## src/rtl/connect4_pkg.sv

```systemverilog
// Shared encodings for the connect-four engine: cell and winner codes,
// controller states and the per-direction scan step table.
package connect4_pkg;

  localparam logic [1:0] EMPTY = 2'b00;
  localparam logic [1:0] P1    = 2'b01;
  localparam logic [1:0] P2    = 2'b10;

  localparam logic [1:0] WIN_NONE = 2'b00;
  localparam logic [1:0] WIN_P1   = 2'b01;
  localparam logic [1:0] WIN_P2   = 2'b10;
  localparam logic [1:0] WIN_DRAW = 2'b11;

  typedef enum logic [1:0] {
    ST_IDLE  = 2'd0,
    ST_PLACE = 2'd1,
    ST_CHECK = 2'd2,
    ST_DONE  = 2'd3
  } state_t;

  // Scan order: horizontal, vertical, diagonal (+1,+1), anti-diagonal (+1,-1).
  localparam logic signed [1:0] STEP_DX [4] = '{2'sd1, 2'sd0, 2'sd1, 2'sd1};
  localparam logic signed [1:0] STEP_DY [4] = '{2'sd0, 2'sd1, 2'sd1, -2'sd1};

endpackage

```

## src/rtl/connect4_edge_sync.sv

```systemverilog
// Two-flop synchroniser for a raw pushbutton level followed by a
// falling-edge detector; o_fall is a one-cycle pulse per 1->0 change.
module edge_sync (
  input  logic i_clk,
  input  logic i_rst_n,
  input  logic i_d,
  output logic o_fall
);

  logic r_s1;
  logic r_s2;
  logic r_s3;

  // Sync chain idles high so a button held through reset is not a press.
  always_ff @(posedge i_clk or negedge i_rst_n) begin
    if (!i_rst_n) begin
      r_s1 <= 1'b1;
      r_s2 <= 1'b1;
      r_s3 <= 1'b1;
    end else begin
      r_s1 <= i_d;
      r_s2 <= r_s1;
      r_s3 <= r_s2;
    end
  end

  assign o_fall = r_s3 & ~r_s2;

endmodule

```

## src/rtl/connect4_engine.sv

```systemverilog
// Connect-four move engine: accepts debounced drop requests, places the
// piece in a flop-based board, then walks the four line directions one
// cell per cycle to detect a win or a full-board draw.
module connect4_engine
  import connect4_pkg::*;
#(
  parameter int COLS    = 7,
  parameter int ROWS    = 6,
  parameter int WIN_LEN = 4,
  localparam int CW = $clog2(COLS),
  localparam int RW = $clog2(ROWS),
  localparam int MW = $clog2(COLS*ROWS+1)
) (
  input  logic          CLOCK_50,
  input  logic          resetn,
  input  logic [CW-1:0] col_sel,
  input  logic          drop_n,
  input  logic [CW-1:0] rd_col,
  input  logic [RW-1:0] rd_row,
  output logic [1:0]    rd_cell,
  output logic          player,
  output logic          busy,
  output logic          reject,
  output logic [1:0]    winner,
  output logic          game_over,
  output logic [MW-1:0] moves,
  output logic [1:0]    dbg_state
);

  localparam int HW = $clog2(ROWS+1);
  localparam int NW = $clog2(WIN_LEN+1);
  localparam logic [CW:0]    COLS_W  = (CW+1)'(COLS);
  localparam logic [RW:0]    ROWS_W  = (RW+1)'(ROWS);
  localparam logic [HW-1:0]  ROWS_H  = HW'(ROWS);
  localparam logic [NW-1:0]  WIN_N   = NW'(WIN_LEN);
  localparam logic [MW-1:0]  TOTAL_M = MW'(COLS*ROWS);

  state_t              r_state;
  logic [1:0]          r_board  [COLS][ROWS];
  logic [HW-1:0]       r_height [COLS];
  logic                r_player;
  logic                r_busy;
  logic                r_reject;
  logic                r_mover;
  logic                r_side;     // 0: stepping +dir, 1: stepping -dir
  logic [1:0]          r_winner;
  logic [1:0]          r_dir;
  logic [MW-1:0]       r_moves;
  logic [CW-1:0]       r_col;
  logic [RW-1:0]       r_row;
  logic [NW-1:0]       r_cnt;
  logic signed [CW+1:0] r_px;
  logic signed [RW+1:0] r_py;

  logic                w_req;
  logic                w_col_ok;
  logic [HW-1:0]       w_col_h;
  logic                w_bad;
  logic [1:0]          w_code;
  logic signed [1:0]   w_sdx;
  logic signed [1:0]   w_sdy;
  logic signed [CW+1:0] w_dx;
  logic signed [RW+1:0] w_dy;
  logic signed [CW+1:0] w_nx;
  logic signed [RW+1:0] w_ny;
  logic signed [CW+1:0] w_px0;
  logic signed [RW+1:0] w_py0;
  logic                w_in;
  logic [1:0]          w_cell;
  logic                w_match;
  logic [NW-1:0]       w_cnt_nx;

  edge_sync u_drop_sync (
    .i_clk   (CLOCK_50),
    .i_rst_n (resetn),
    .i_d     (drop_n),
    .o_fall  (w_req)
  );

  // An out-of-range column is treated as a full one so one test covers both.
  assign w_col_ok = ({1'b0, col_sel} < COLS_W);
  assign w_col_h  = w_col_ok ? r_height[col_sel] : ROWS_H;
  assign w_bad    = (w_col_h == ROWS_H);
  assign w_code   = r_mover ? P2 : P1;

  assign w_sdx = STEP_DX[r_dir];
  assign w_sdy = STEP_DY[r_dir];
  assign w_dx  = {{CW{w_sdx[1]}}, w_sdx};
  assign w_dy  = {{RW{w_sdy[1]}}, w_sdy};
  assign w_nx  = r_side ? (r_px - w_dx) : (r_px + w_dx);
  assign w_ny  = r_side ? (r_py - w_dy) : (r_py + w_dy);
  assign w_px0 = {2'b00, r_col};
  assign w_py0 = {2'b00, r_row};

  assign w_in = ~w_nx[CW+1] & (w_nx[CW:0] < COLS_W) &
                ~w_ny[RW+1] & (w_ny[RW:0] < ROWS_W);
  assign w_cell   = r_board[w_nx[CW-1:0]][w_ny[RW-1:0]];
  assign w_match  = w_in & (w_cell == w_code);
  assign w_cnt_nx = r_cnt + NW'(1);

  // Move controller, board and column heights share one reset domain so a
  // reset mid-move leaves nothing of the abandoned move behind.
  always_ff @(posedge CLOCK_50 or negedge resetn) begin
    if (!resetn) begin
      r_state  <= ST_IDLE;
      r_player <= 1'b0;
      r_busy   <= 1'b0;
      r_reject <= 1'b0;
      r_mover  <= 1'b0;
      r_side   <= 1'b0;
      r_winner <= WIN_NONE;
      r_dir    <= 2'd0;
      r_moves  <= '0;
      r_col    <= '0;
      r_row    <= '0;
      r_cnt    <= '0;
      r_px     <= '0;
      r_py     <= '0;
      for (int c = 0; c < COLS; c++) begin
        r_height[c] <= '0;
        for (int r = 0; r < ROWS; r++) r_board[c][r] <= EMPTY;
      end
    end else begin
      r_reject <= 1'b0;
      case (r_state)
        ST_IDLE: begin
          if (w_req) begin
            if (w_bad) begin
              r_reject <= 1'b1;
            end else begin
              r_state <= ST_PLACE;
              r_busy  <= 1'b1;
              r_col   <= col_sel;
              r_row   <= w_col_h[RW-1:0];
              r_mover <= r_player;
            end
          end
        end
        ST_PLACE: begin
          r_board[r_col][r_row] <= w_code;
          r_height[r_col]       <= r_height[r_col] + HW'(1);
          r_moves               <= r_moves + MW'(1);
          r_dir   <= 2'd0;
          r_side  <= 1'b0;
          r_cnt   <= NW'(1);
          r_px    <= w_px0;
          r_py    <= w_py0;
          r_state <= ST_CHECK;
        end
        ST_CHECK: begin
          if (w_match) begin
            r_cnt <= w_cnt_nx;
            r_px  <= w_nx;
            r_py  <= w_ny;
            if (w_cnt_nx >= WIN_N) begin
              r_winner <= r_mover ? WIN_P2 : WIN_P1;
              r_busy   <= 1'b0;
              r_state  <= ST_DONE;
            end
          end else if (!r_side) begin
            r_side <= 1'b1;
            r_px   <= w_px0;
            r_py   <= w_py0;
          end else if (r_dir != 2'd3) begin
            r_dir  <= r_dir + 2'd1;
            r_side <= 1'b0;
            r_cnt  <= NW'(1);
            r_px   <= w_px0;
            r_py   <= w_py0;
          end else begin
            r_busy <= 1'b0;
            if (r_moves == TOTAL_M) begin
              r_winner <= WIN_DRAW;
              r_state  <= ST_DONE;
            end else begin
              r_player <= ~r_player;
              r_state  <= ST_IDLE;
            end
          end
        end
        default: begin
          r_state <= ST_DONE;
        end
      endcase
    end
  end

  // Combinational board read; addresses off the board read as empty.
  always_comb begin
    rd_cell = EMPTY;
    if (({1'b0, rd_col} < COLS_W) && ({1'b0, rd_row} < ROWS_W))
      rd_cell = r_board[rd_col][rd_row];
  end

  assign player    = r_player;
  assign busy      = r_busy;
  assign reject    = r_reject;
  assign winner    = r_winner;
  assign game_over = (r_winner != WIN_NONE);
  assign moves     = r_moves;
  assign dbg_state = r_state;

endmodule

```

## config.mk

```make
export PLATFORM = sky130hd
export DESIGN_NAME = connect4_engine
export DESIGN_NICKNAME = d
export VERILOG_FILES = /design/src/rtl/connect4_pkg.sv /design/src/rtl/connect4_edge_sync.sv /design/src/rtl/connect4_engine.sv
export SDC_FILE = /design/constraint.sdc
export NUM_CORES = 1
export LEC_CHECK = 0
export ABC_CLOCK_PERIOD_IN_PS = 7600
export CORE_ASPECT_RATIO = 0.75
export CORE_UTILIZATION = 60
export CTS_BUF_LIST = sky130_fd_sc_hd__clkbuf_4 sky130_fd_sc_hd__clkbuf_8
export DETAILED_ROUTE_END_ITERATION = 6
export PLACE_DENSITY_LB_ADDON = 0.15
export SLEW_MARGIN = 20
export SYNTH_ARGS = -nofsm -noshare
export SYNTH_HDL_FRONTEND = slang
export SYNTH_SLANG_ARGS = --single-unit
```

## constraint.sdc

```tcl
create_clock -name CLOCK_50 -period 7.6 [get_ports CLOCK_50]
set_input_delay 0.76 -clock CLOCK_50 [delete_from_list [all_inputs] [get_ports CLOCK_50]]
set_output_delay 0.76 -clock CLOCK_50 [all_outputs]
set_load 0.02 [all_outputs]
```

==> reports/metrics.sh <==
DRV_SLEW=0
CLKTRANSATPATHREGS_NS=0.08
HP-CLASS='in -> async'
RELSLEWSLACK_PCT=21.0
DR_TOTAL_VIAS=6281
ROUTED_WL_UM=20500
FINAL_LAYOUT_SIZE_SUFFIX_GT1_SHARE_PCT=19.6
FP.COREAREA_UM2=13200
POST_SYNTH_INSTANCE_AREA_UM2=8230
FINAL_ANTENNA_NET_COUNT=0
NNETSFINAL=820
WORSTPATHREQUIRED_NS=7.94
DRT_PASS1_ITERATIONS=6
CTS_NUM_SINKS=144
MAX-VDD-IR-DROP_uV=169
POST-ROUTE-DRC-COUNT=0
GLOBALPLACE.CONGESTION=0.897
POST-SYNTH-TOP-AREA-FRACTION_PCT=42.9
FINAL_CELL_AREA_UM2=8970
DRTITER0DRC=687
TOTAL_POWER_mW=1.43
CP_CELL_SEQUENCE='ha_1 -> inv_1 -> nand2_1 -> fa_1 -> clkinv_1 -> o21ai_0 -> a31oi_1 -> and4_1 -> nor4_2 -> o211ai_1 -> o22ai_2 -> mux2_2 -> mux2_4'
CTS_SETUP_BUFFERS=0
GRT_MAX_DEGREE=89
POWER_DENSITY_nW_PER_UM2=160
GRT_ANTENNA_BEFORE_REPAIR=0
REG2REG_FROM='r_dir[0]'
R2R_CELLS=13
HTREE_NUM_LEVELS=4
STD_CELL_ROWS=36
P_INT_mW=1.08
FIRST_PASS_GRT_WIRE_LENGTH_UM=32200
START_UTIL_PCT=62.3
SYNTH_COMMON_CELLS='141 x sky130_fd_sc_hd__dfrtp_1, 131 x sky130_fd_sc_hd__nand2_1, 69 x sky130_fd_sc_hd__o21ai_0'
SWITCHING_POWER_mW=0.354
HOLDBUFCOUNTCTS=0
WORSTSETUPPATHTYPE='reg -> reg'
CRIT_PATH_END_KIND='flip-flop'
CRITPATHSLOWESTCELL='sky130_fd_sc_hd__fa_1'
WORSTMARGINPINSLEW_NS=1.18
CLOCK_POWER_SHARE_PCT=41.5
DOMINANTREGCELLSYNTH='sky130_fd_sc_hd__dfrtp_1'
ROUTED_VIA_DENSITY=6.47
POST-ROUTE-PERIOD-UTIL_PCT=69.5
POWER.SWITCHING_FRACTION_PCT=24.7
YOSYSTOPAREACELL='sky130_fd_sc_hd__dfrtp_1'
SYN-INSTANCE-COUNT=774
CTS_REPAIR_RESIZE_COUNT=0
VIA_COUNT_OF_THE_FIRST_GLOBAL_ROUTING_PASS=5895
PORTBUFFERS=27
RSZ0062_AT_GRT='false'
SYNTH-SEQ-AREA-SHARE_PCT=43.9
INSERTION_DELAY_NS=0.46
POSTSYNTH.ASYNCRESETSHARE_PCT=100
MAX_CAP_VIOL_COUNT=0
GLOBALROUTETOTALUTIL_PCT=31.1
CHIP_WIDTH_UM=137
INSERTEDDIODECOUNT=0
I_O_PIN_COUNT=28
CTS_ROOT_BUF='sky130_fd_sc_hd__clkbuf_8'
DIE-HEIGHT_UM=103
POST-SYNTH-TOP-COUNT-CELL='sky130_fd_sc_hd__dfrtp_1'
DIE_FOOTPRINT_UM2=14200
SETUP_VIOL=0
SYNTH_NETS=807
CRITICAL-PATH-MAX-STAGE-DELAY_NS=1.07
PLACE_HPWL_UM=14200
FINALWORSTSETUPSLACK_NS=2.32
CTS_TREE='built'
CP.ARRIVAL_NS=5.62
DP_WORST_SETUP_SLACK_NS=2.36
MAX_CLOCK_FREQ_MHz=189
CRITICAL_PATH.STARTPOINT_TYPE='flip-flop'
TIMING.CRITICAL_PATH.FROM='r_dir[0]'
AVERAGE_ROUTED_WIRE_PER_STANDARD_CELL_UM=21.2
POSTSYNTHREGISTERBITS=144
SEQPWRFRAC_PCT=54.3
TIMING.CRITICAL_PATH.FANOUT_MAX=17
SYNTH.AVG_CELL_AREA_UM2=10.6
TIMING.FINAL.CRIT_PERIOD_NS=5.28
DPL-INSTANCE-AREA_UM2=8570
FIN_SETUP_TNS_NS=0
HOLD_VIOL_FINAL=0
POWER.COMBINATIONAL.FRACTION_PCT=4.3
STATUS='complete, no violations'
CTS.PATH.MAX_BUFFERS=2
WORST_CLOCK_SKEW_NS=0.0147
CTS_INSERTED_BUFFERS=17
FILL_CELLS=979
SYNTH_UNIQUE_CELLS=74
GRT.OVERFLOW.TOTAL=0
AREA_GROWTH_SYN_TO_LAYOUT_PCT=9.02
P_LEAK_nW=3.94
NUMBER_OF_ENABLE_FLIP_FLOP_CELLS_AFTER_SYNTHESIS=0
YS_WARN_COUNT=0
NETLIST_TOP_CELLS_AREA='sky130_fd_sc_hd__dfrtp_1 43%, sky130_fd_sc_hd__mux2_2 8.6%, sky130_fd_sc_hd__mux4_2 7.7%'
[worst paths after layout]
| check | slack, ns | to |
|---|---|---|
| worst max-delay path | 2.32 | r_py[2] |
| worst min-delay path | 0.28 | r_px[4] |
| worst max register to register | 2.32 | r_py[2] |
| worst min register to register | 0.35 | u_drop_sync.r_s2 |
| max in group asynchronous | 6.18 | r_mover |
| min in group CLOCK_50 | 0.35 | u_drop_sync.r_s2 |
[metal layers]
| metal | track usage, % | vias up | share of wire [%] | wire, um |
|---|---|---|---|---|
| met5 | 0 | - | 0 | 0 |
| met3 | 8.77 | 41 | 8.5 | 1740 |
| met4 | 7.95 | 0 | 1.2 | 255 |
| li1 | - | 2824 | - | - |
| met2 | 45.0 | 275 | 45 | 9160 |
| met1 | 46.1 | 3141 | 46 | 9390 |
[registers in the layout, indices dropped and copies added, names as in the netlist, 2 cells and up]
signal,flops
r_col,3
winner,2
r_board,84
dbg_state,2
r_cnt,3
r_dir,2
moves,6
r_px,5
r_height,21
r_row,3
r_py,5
[cell usage in the layout (no fill, tap or decap), drive strengths merged, types with 26 or more instances in the layout]
| cell | instances |
|---|---|
| dfrtp | 141 |
| mux2i | 41 |
| nand2 | 131 |
| mux2 | 68 |
| mux4 | 29 |
| o21ai | 71 |
| clkdlybuf4s50 | 26 |
| a21oi | 29 |
| nor2 | 38 |
| inv | 29 |
[critical path: cells and delay by family, from the launching register on]
kind            cells  cell delay (ns)
simple gates        3             0.98
buf+inv             2             0.58
compound gates      4             1.22
mux                 2             0.67
fa+ha+maj           2             1.28
flops               1             0.43
[metrics by stage]
| stage | utilization (%) | hold slack, ns | cells |
|---|---|---|---|
| finish | 67.9 | 0.277 | 971 |
| global route | 67.9 | 0.304 | 971 |
| CTS | 67.9 | 0.291 | 971 |
| detailed placement | 64.9 | 0.347 | 939 |
| global placement | 64.9 | 0.346 | 939 |
| floorplan | - | 0.345 | 774 |
[power by group through the flow]
| stage | registers, mW | logic [mW] | clock network (mW) |
|---|---|---|---|
| detailed placement | 0.792 | 0.0611 | 0 |
| floorplan | 0.787 | 0.0329 | 0 |
| CTS | 0.777 | 0.0614 | 0.601 |
| finish | 0.777 | 0.0610 | 0.594 |
| global route | 0.778 | 0.0670 | 0.639 |
| global placement | 0.792 | 0.0594 | 0 |
[kinds of logic after synthesis]
logic type | Yosys count | share of synthesized area [%]
AOI/OAI and AO/OA | 157 | 12.2
xor gates and xnor gates | 16 | 1.93
adders and majority gates | 21 | 3.38
buffers and inverters | 69 | 3.79
DFF | 144 | 43.9
muxes | 138 | 22.5
and+or+nand+nor | 229 | 12.4
[layout make-up]
cell class	count	area [um2]	share of cell area, %
clock buffer	21	283	3.15
clock inverter	11	105	1.17
inverter	28	105	1.17
multi-input combinational	561	4320	48.1
sequential	144	3610	40.2
tap	171	214	2.39
timing repair buffer	35	335	3.74
Power figures use the tool's default switching activity.
